File: src/rtl/load_store_unit_if.sv
// Data-memory bus between the load/store unit (master) and the memory (slave).
interface load_store_unit_if;
  logic        bus_req_o;
  logic        bus_we_o;
  logic [31:0] bus_addr_o;
  logic [3:0]  bus_wstrb_o;
  logic [31:0] bus_wdata_o;
  logic        bus_ack_i;
  logic [31:0] bus_rdata_i;

  modport master (
    output bus_req_o, bus_we_o, bus_addr_o, bus_wstrb_o, bus_wdata_o,
    input  bus_ack_i, bus_rdata_i
  );

  modport slave (
    input  bus_req_o, bus_we_o, bus_addr_o, bus_wstrb_o, bus_wdata_o,
    output bus_ack_i, bus_rdata_i
  );
endinterface

File: src/rtl/load_store_unit.sv
// RV32I load/store unit: one bus transaction per memory instruction, with
// alignment check, bus timeout and sign/zero extension of load data.
module load_store_unit #(
  parameter int unsigned TIMEOUT_CYCLES = 16
) (
  input  logic                  clk_i,
  input  logic                  rst_i,
  input  logic                  req_i,
  input  logic                  mem_wr_en_i,
  input  logic [3:0]            byte_en_i,
  input  logic                  signed_i,
  input  logic [31:0]           addr_i,
  input  logic [31:0]           wr_data_i,
  output logic                  stall_o,
  output logic [31:0]           rd_data_o,
  output logic                  rd_valid_o,
  output logic                  misaligned_o,
  output logic                  err_o,
  load_store_unit_if.master     bus
);

  localparam int unsigned CNT_W = (TIMEOUT_CYCLES < 2) ? 1 : $clog2(TIMEOUT_CYCLES);
  localparam logic [CNT_W-1:0] CNT_LAST = CNT_W'(TIMEOUT_CYCLES - 1);

  typedef enum logic [1:0] {IDLE, BUSY, DONE} state_t;

  state_t           state;
  logic [CNT_W-1:0] busy_cnt;
  logic             req_q;
  logic             we_q;
  logic [31:0]      addr_q;
  logic [3:0]       strb_q;
  logic [31:0]      wdata_q;
  logic [3:0]       size_q;
  logic             sgn_q;
  logic [1:0]       off_q;

  logic size_byte, size_half, size_word, legal, aligned, accept, reject;

  always_comb begin
    size_byte = (byte_en_i == 4'b0001);
    size_half = (byte_en_i == 4'b0011);
    size_word = (byte_en_i == 4'b1111);
    legal     = size_byte | size_half | size_word;
    aligned   = size_byte | (size_half & ~addr_i[0]) | (size_word & (addr_i[1:0] == 2'b00));
    accept    = (state == IDLE) & req_i & legal & aligned;
    reject    = (state == IDLE) & req_i & legal & ~aligned;
    stall_o   = accept | (state == BUSY);
  end

  assign bus.bus_req_o   = req_q;
  assign bus.bus_we_o    = we_q;
  assign bus.bus_addr_o  = addr_q;
  assign bus.bus_wstrb_o = strb_q;
  assign bus.bus_wdata_o = wdata_q;

  // Bring the addressed lane down to bit 0, then extend to 32 bits.
  function automatic logic [31:0] format_load(input logic [31:0] word,
                                              input logic [1:0]  off,
                                              input logic [3:0]  size,
                                              input logic        sgn);
    logic [31:0] shifted;
    shifted = word >> {off, 3'b000};
    case (size)
      4'b0001: format_load = {{24{sgn & shifted[7]}}, shifted[7:0]};
      4'b0011: format_load = {{16{sgn & shifted[15]}}, shifted[15:0]};
      default: format_load = shifted;
    endcase
  endfunction

  always_ff @(posedge clk_i or posedge rst_i) begin
    if (rst_i) begin
      state        <= IDLE;
      busy_cnt     <= '0;
      req_q        <= 1'b0;
      we_q         <= 1'b0;
      addr_q       <= '0;
      strb_q       <= '0;
      wdata_q      <= '0;
      size_q       <= '0;
      sgn_q        <= 1'b0;
      off_q        <= '0;
      rd_data_o    <= '0;
      rd_valid_o   <= 1'b0;
      misaligned_o <= 1'b0;
      err_o        <= 1'b0;
    end else begin
      rd_valid_o   <= 1'b0;
      misaligned_o <= 1'b0;
      err_o        <= 1'b0;
      case (state)
        IDLE: begin
          if (accept) begin
            state    <= BUSY;
            busy_cnt <= '0;
            req_q    <= 1'b1;
            we_q     <= mem_wr_en_i;
            addr_q   <= {addr_i[31:2], 2'b00};
            strb_q   <= byte_en_i << addr_i[1:0];
            wdata_q  <= wr_data_i << {addr_i[1:0], 3'b000};
            size_q   <= byte_en_i;
            sgn_q    <= signed_i;
            off_q    <= addr_i[1:0];
          end else if (reject) begin
            misaligned_o <= 1'b1;
          end
        end
        BUSY: begin
          // Ack is tested first so an ack on the final cycle wins over timeout.
          if (bus.bus_ack_i) begin
            req_q    <= 1'b0;
            busy_cnt <= '0;
            if (we_q) begin
              state <= IDLE;
            end else begin
              rd_data_o  <= format_load(bus.bus_rdata_i, off_q, size_q, sgn_q);
              rd_valid_o <= 1'b1;
              state      <= DONE;
            end
          end else if (busy_cnt == CNT_LAST) begin
            req_q    <= 1'b0;
            busy_cnt <= '0;
            err_o    <= 1'b1;
            state    <= IDLE;
          end else begin
            busy_cnt <= busy_cnt + CNT_W'(1);
          end
        end
        DONE:    state <= IDLE;
        default: state <= IDLE;
      endcase
    end
  end

endmodule

File: src/flat_wrapper.sv
// flat-port wrapper written by rule: the top's interface ports become plain ports
module load_store_unit_flat 
#(
  parameter int unsigned TIMEOUT_CYCLES = 16
)
  (clk_i, rst_i, req_i, mem_wr_en_i, byte_en_i, signed_i, addr_i, wr_data_i, stall_o, rd_data_o, rd_valid_o, misaligned_o, err_o, bus_bus_req_o, bus_bus_we_o, bus_bus_addr_o, bus_bus_wstrb_o, bus_bus_wdata_o, bus_bus_ack_i, bus_bus_rdata_i);
  load_store_unit_if bus_i ();
  input  logic clk_i;
  input  logic rst_i;
  input  logic req_i;
  input  logic mem_wr_en_i;
  input  logic [3:0] byte_en_i;
  input  logic signed_i;
  input  logic [31:0] addr_i;
  input  logic [31:0] wr_data_i;
  output logic stall_o;
  output logic [31:0] rd_data_o;
  output logic rd_valid_o;
  output logic misaligned_o;
  output logic err_o;
  output wire logic [$bits(bus_i.bus_req_o)-1:0] bus_bus_req_o;
  output wire logic [$bits(bus_i.bus_we_o)-1:0] bus_bus_we_o;
  output wire logic [$bits(bus_i.bus_addr_o)-1:0] bus_bus_addr_o;
  output wire logic [$bits(bus_i.bus_wstrb_o)-1:0] bus_bus_wstrb_o;
  output wire logic [$bits(bus_i.bus_wdata_o)-1:0] bus_bus_wdata_o;
  input wire logic [$bits(bus_i.bus_ack_i)-1:0] bus_bus_ack_i;
  input wire logic [$bits(bus_i.bus_rdata_i)-1:0] bus_bus_rdata_i;
  assign bus_bus_req_o = bus_i.bus_req_o;
  assign bus_bus_we_o = bus_i.bus_we_o;
  assign bus_bus_addr_o = bus_i.bus_addr_o;
  assign bus_bus_wstrb_o = bus_i.bus_wstrb_o;
  assign bus_bus_wdata_o = bus_i.bus_wdata_o;
  assign bus_i.bus_ack_i = bus_bus_ack_i;
  assign bus_i.bus_rdata_i = bus_bus_rdata_i;
  load_store_unit #(.TIMEOUT_CYCLES(TIMEOUT_CYCLES)) u_core (.clk_i(clk_i), .rst_i(rst_i), .req_i(req_i), .mem_wr_en_i(mem_wr_en_i), .byte_en_i(byte_en_i), .signed_i(signed_i), .addr_i(addr_i), .wr_data_i(wr_data_i), .stall_o(stall_o), .rd_data_o(rd_data_o), .rd_valid_o(rd_valid_o), .misaligned_o(misaligned_o), .err_o(err_o), .bus(bus_i));
endmodule
File: config.mk
export PLATFORM = sky130hd
export DESIGN_NAME = load_store_unit_flat
export DESIGN_NICKNAME = d
export VERILOG_FILES = /design/src/rtl/load_store_unit_if.sv /design/src/rtl/load_store_unit.sv /design/src/flat_wrapper.sv
export SDC_FILE = /design/constraint.sdc
export NUM_CORES = 1
export LEC_CHECK = 0
export ABC_AREA = 1
export BUFFER_PORTS_ARGS = -buffer_cell sky130_fd_sc_hd__buf_2
export CORE_MARGIN = 2
export CORE_UTILIZATION = 50
export CTS_CLUSTER_DIAMETER = 200
export DETAILED_ROUTE_END_ITERATION = 8
export PLACE_DENSITY_LB_ADDON = 0.2
export SKIP_LAST_GASP = 1
export SYNTH_ARGS = -nofsm -noshare
export SYNTH_HDL_FRONTEND = slang
export SYNTH_SLANG_ARGS = --single-unit
File: constraint.sdc
create_clock -name clk_i -period 5 [get_ports clk_i]
set_input_delay 1 -clock clk_i [delete_from_list [all_inputs] [get_ports clk_i]]
set_output_delay 1 -clock clk_i [all_outputs]
set_load 0.01 [all_outputs]
==> metrics.txt, run 1 <==
status complete, no violations; max_slew headroom 0.442; pin count of the biggest net entering global routing 82; cells after synthesis 758; Post-synth top flop dfrtp_1; Worst setup startpoint addr_i[0]; routability cong. 0.886; clk buf depth 2; Final min period roughly 3.2 ns; sw frac 0.319; Post-synth ARST share 1.00; Post-Route WL 15100 microns; crit-path cells buf_2 > nand2_1 > nand3_1 > nand2_1 > nand3_2 > nand2_1 > buf_2; Synth-to-Final Area Change 28.3%; initial antenna violation count 1; Distinct cells, synth 27; setup slack at placement between 1.5 and 2 ns; fin nets 1056; Wirelength per Cell 13.7 microns; Yosys warning count 0; largest cells by area after synthesis dfrtp_1 51%, nand2_1 23%, nor2_1 5.0%; # rows 38; Hold/Removal Path Class flip-flop to flip-flop; launching point of the worst reg2reg path u_core.off_q[0]; fin worst setup slack 1.78 ns; post-DP HPWL around 11000 microns; Critical Path Start Type input port; Setup Viol. Count Final 0; Clock Power Share 0.399; worst path required time 4.00 ns; Reg2Reg Setup Slack 2.48 ns; Max-Cap Viols 0; Flop pwr share 0.404; Avg Inst Size Synth 7.50 sq um; First-pass DRT Iterations 5; cts hold-fix bufs 0; Internal 0.00196 W; Synth Cell Area 5690 sq um; DRT iter0 DRCs 448; Via Count between 5000 and 6000; Yosys reg bits 116; Final ANT Viol Nets 0; P_sw 0.000921 W; total track usage 0.252; first-pass GRT wire length 25000 microns; Combinational Power Share 0.198; CP Class input port to output port; cell area power density 395 nW/um^2; CTS root buf clkbuf_16; dpl cells about 1100; most used cell along the critical path nand2_1; CTS tree built; Slowest Stage Delay on Critical Path 0.51 ns; crit share post-route 0.645; Initial Util 0.518; FF-to-FF path depth 9; share of the synthesized area in the top cell type 0.510; Skew-Pair Late Insertion Delay 0.42 ns; vias per cell 5.07; most frequent cell after synthesis nand2_1; Post-CTS Resized 0; DRC 0; FMAX 0.310 GHz; Overflow after GRT 0; largest area contributor in the netlist dfrtp_1; worst-margin pin slew 0.837 ns; VDD IR-drop max 0.000200 V; Post-synth EDFFs 0; antenna cell count 0; Hold Slack 0.467 ns; Post-CTS Setup Inserts 0; skew final 0.0164 ns; vias in the first global route 5212; setup_tns 0 ns; Synth top cells by count 351 x nand2_1, 116 x dfrtp_1, 76 x nor2_1, 47 x nand3_1, 30 x inv_1; Max Slew Vio Count 0; Die Y 111 microns; Pleak about 4.3 nW; Final Instance Count excl. Fillers ~1100; Layout fillers 1028; layout cells sized above 1 0.291; clock-pin slew on the worst setup and hold paths approximately 0.060 ns; CTS Buf Count 17; die area 12200 sq um; reg-to-reg endpoint u_core.rd_data_o[16]; num ports approximately 210; H-Tree Level Count 4; CP max stage cell buf_2; Worst Setup EP stall_o; CTS sink count 116; CP max FO between 40 and 50; crit path DAT 2.22 ns; Final Hold Fails 0; RSZ-0062 raised after global routing no; Seq/Total Area, Yosys 0.510; CP Capture Type output port; PortBufs 209; Core Area between 10000 and 15000 sq um; width of the die 111 microns
[power by group through the flow]
stage	sequential [W]	combinational (W)	clock, W
floorplan	0.00122	0.000291	0
global placement	0.00118	0.000563	0
detailed placement	0.00118	0.000575	0
CTS	0.00116	0.000575	0.00117
global route	0.00118	0.000645	0.00121
finish	0.00116	0.000570	0.00115
[registers in the layout, summed over array words and instances, names as in the netlist, 2 cells and up]
register and cells:
u_core.state 2, u_core.size_q 4, u_core.rd_data_o 32, u_core.bus.bus_wdata_o 32, u_core.off_q 2, u_core.bus.bus_addr_o 30, u_core.busy_cnt 4, u_core.bus.bus_wstrb_o 4
[per-stage QoR]
step	instance area, sq um	power (W)	utilization
after floorplan	5690	0.00151	-
after global placement	6730	0.00174	0.613
after detailed placement	6730	0.00175	0.613
after CTS	7290	0.00291	0.664
after global routing	7290	0.00304	0.664
final	7290	0.00288	0.664
[final cells by class]
cell class	instances	area, sq um	area share
Tap cell	140	175	0.0240
Timing Repair Buffer	213	1080	0.148
Sequential cell	116	2900	0.398
Clock buffer	17	425	0.0583
Multi-Input combinational cell	566	2440	0.335
Clock inverter	15	139	0.0190
Inverter	35	134	0.0184
[worst min-delay path by stage]
| stage | from | end | cells past startpoint | slack (ns) |
|---|---|---|---|---|
| after detailed placement | u_core.size_q[0] | u_core.size_q[0] | 1 | 0.46 |
| after global placement | u_core.bus.bus_req_o | u_core.bus.bus_req_o | 2 | 0.45 |
| after global routing | u_core.bus.bus_req_o | u_core.bus.bus_req_o | 2 | 0.49 |
| after CTS | u_core.size_q[0] | u_core.size_q[0] | 1 | 0.47 |
| after floorplan | u_core.size_q[0] | u_core.size_q[0] | 1 | 0.44 |
| final | u_core.size_q[0] | u_core.size_q[0] | 1 | 0.47 |
[placed cells by master, fill, tap and decap left out, drive strengths merged]
cell / n
nand2: 355
buf: 213
dfrtp: 116
nor2: 77
nand3: 49
inv: 45
o21ai: 38
clkbuf: 17
a31oi: 15
or2: 9
o211ai: 7
a21oi: 6
clkinvlp: 4
mux2i: 2
nor3: 2
conb: 2
nor3b: 1
nand4: 1
xor2: 1
ha: 1
clkinv: 1
[worst max-delay path, delay by kind of cell]
family / cells / cell delay [ns]
buf+inv: 2 / 0.67
simple gates: 5 / 0.55
[kinds of logic (layout without fill, tap and decap cells)]
group / Yosys count / count (layout) / share of synthesized area
XOR/XNOR: 1 / 1 / 0.00154
flip-flops: 116 / 116 / 0.510
adder cells (fa/ha/maj): 1 / 1 / 0.00220
AO/OA/AOI/OAI: 66 / 66 / 0.0717
other: 1 / 2 / 0.000659
AND/OR/NAND/NOR: 494 / 494 / 0.349
multiplexers: 2 / 2 / 0.00352
buffers and inverters: 77 / 280 / 0.0607
[layer usage]
metal  track usage  share of wire  vias to the layer above
li1              -              -                     2753
met1         0.317           0.41                     2561
met2         0.416           0.49                      230
met3        0.0609          0.070                       41
met4         0.109          0.031                        0
met5             0              0                        -
No activity file was read; power rests on OpenSTA's default activity.
==> run 2: changes to the inputs <==
==> constraint.sdc (replaced) <==
create_clock -name clk_i -period 3 [get_ports clk_i]
set_input_delay 0.6 -clock clk_i [delete_from_list [all_inputs] [get_ports clk_i]]
set_output_delay 0.6 -clock clk_i [all_outputs]
set_load 0.01 [all_outputs]
==> run 2 against run 1 <==
  * Clock-buffer cell count stayed put
  * First-iteration DRC count fell by 12%
  * Wire length rose by 1.2%
  * Clock skew fell by 0.0064 ns
  * Power grew 68%
  * Non-clock buffer count up 3
  * Global-route usage grew 0.68 points
  * Flip-flop and latch count unchanged
==> metrics.txt, run 2 (synthesized netlist as in run 1, its figures left out) <==
status complete, no violations; Reg area 2900 sq um; Max Slew Vio Count 0; fin nets between 1000 and 1500; layout cells sized above 1 0.293; met2 global-route usage 0.422; CTS root buf clkbuf_16; Skew-Pair Late Insertion Delay roughly 0.41 ns; Initial Util 0.518; Flop pwr share 0.397; Synth-to-Final Area Change 29.0%; pin count of the biggest net entering global routing 97; GRT Max-Usage Layer met2; max_slew headroom 0.479; clk buf depth 2; num ports 212; Post-CTS Resized 0; first-pass GRT wire length roughly 26000 microns; Core Area 11000 sq um; CP Class input port to output port; PortBufs 209; commonest non-fill, non-tap cells in the layout 351 x nand2_1, 209 x buf_2, 116 x dfrtp_1, 76 x nor2_1, 47 x nand3_1; cell area power density about 660 nW/um^2; FMAX 0.458 GHz; post-DP HPWL 10800 microns; # rows 38; Final min period between 2 and 2.5 ns; Slowest Stage Delay on Critical Path 0.21 ns; worst path required time 2.40 ns; die area ~12000 sq um; met3 usage 0.0609; DRT iter0 DRCs a little under 400; Die Y 111 microns; Final Hold Fails 0; vias per cell approximately 5; Combinational Power Share 0.200; CP Capture Type output port; skew final 0.0101 ns; worst-margin pin slew 0.781 ns; Post-Route WL 15300 microns; VDD IR-drop max 0.000389 V; clock-pin slew on the worst setup and hold paths 0.06 ns; routability cong. a little under 0.9; H-Tree Level Count 4; Pleak 4.34 nW; Layout fillers 981; top cell family by delay on the critical path simple AND/OR/NAND/NOR gates; CTS tree built; P_sw around 0.0015 W; Reg2Reg Setup Slack 0.88 ns; CP max stage cell buf_2; setup_tns 0 ns; DRC 0; Final ANT Viol Nets 0; Internal ~0.0033 W; sw frac 0.312; Clock Power Share 0.402; Via Count 5544; Post-CTS Setup Inserts 0; most used cell along the critical path nand2_1; total track usage 0.259; antenna cell count 0; CTS sink count 116; Critical Path Start Type input port; cts hold-fix bufs 0; RSZ-0062 raised after global routing no; area of the multi-input gates 2440 sq um; worst path bufs/invs 2; Overflow after GRT 0; crit-path cells buf_2 > nor2_1 > nand2_1 > nand2_1 > nand3_2 > nand2_1 > buf_2; vias in the first global route around 5300; width of the die about 110 microns; Max-Cap Viols 0; Wirelength per Cell 13.8 microns; Hold/Removal Path Class input port to async pin; reg-to-reg endpoint u_core.rd_data_o[22]; Setup Viol. Count Final 0; crit path DAT 1.58 ns; commonest non-fill, non-tap cell in the layout nand2_1; launching point of the worst reg2reg path u_core.state[1]; CP max FO 22; FF-to-FF path depth 6; met1 Track Usage GR 0.338; CTS Buf Count 17; First-pass DRT Iterations 5; crit share post-route 0.728; initial antenna violation count 1; Final Power roughly 0.005 W
==> run 2: cell count changes in the layout (fill, tap and decap cells not counted), sizes merged <==
cell,before,now
clkinvlp,4,5
inv,45,41
bufinv,0,1
clkinv,1,3
buf,213,216
==> run 2: final cells by class <==
| cell class | count | area share |
|---|---|---|
| clock buffers | 17 | 0.0580 |
| clock inverters | 15 | 0.0199 |
| inverters | 35 | 0.0184 |
| multi-input cells | 566 | 0.333 |
| flip-flops and latches | 116 | 0.396 |
| well taps | 140 | 0.0239 |
| repair buffers | 216 | 0.151 |
==> run 2: power groups by stage <==
stage	Sequential, W	Clock (W)	Combinational, W
5_1_grt	0.00196	0.00206	0.00110
3_3_place_gp	0.00195	0	0.000955
4_1_cts	0.00193	0.00198	0.000981
2_1_floorplan	0.00203	0	0.000485
3_5_place_dp	0.00195	0	0.000979
6_report	0.00193	0.00195	0.000972
==> run 2: metal layers <==
| metal | wire length [microns] | part of all wire |
|---|---|---|
| met2 | 7440 | 0.49 |
| met5 | 13 | 0.00085 |
| met1 | 6440 | 0.42 |
| met3 | 1120 | 0.073 |
| met4 | 278 | 0.018 |
==> run 2: worst max path at each step <==
stage / start / endpoint / slack (ns) / depth (start not counted)
3_3_place_gp: addr_i[0] / u_core.bus.bus_wdata_o[0] / 0.80 / 8
5_1_grt: u_core.state[1] / u_core.rd_data_o[21] / 0.66 / 6
6_report: addr_i[0] / stall_o / 0.82 / 7
4_1_cts: addr_i[0] / stall_o / 0.82 / 7
3_5_place_dp: addr_i[0] / u_core.bus.bus_wstrb_o[3] / 0.70 / 7
2_1_floorplan: rst_i / u_core.bus.bus_addr_o[10] / 0.99 / 1
==> run 2: metrics by stage <==
stage                     utilization  hold slack, ns  cells  area, sq um  setup WS [ns]
after detailed placement        0.616           0.460   1073         6770          0.702
after global placement          0.616           0.452   1073         6770          0.802
after floorplan                     -           0.440    759         5690          0.987
after CTS                       0.668           0.227   1105         7340          0.824
final                           0.668           0.222   1105         7340          0.816
after global routing            0.668           0.247   1105         7340          0.656
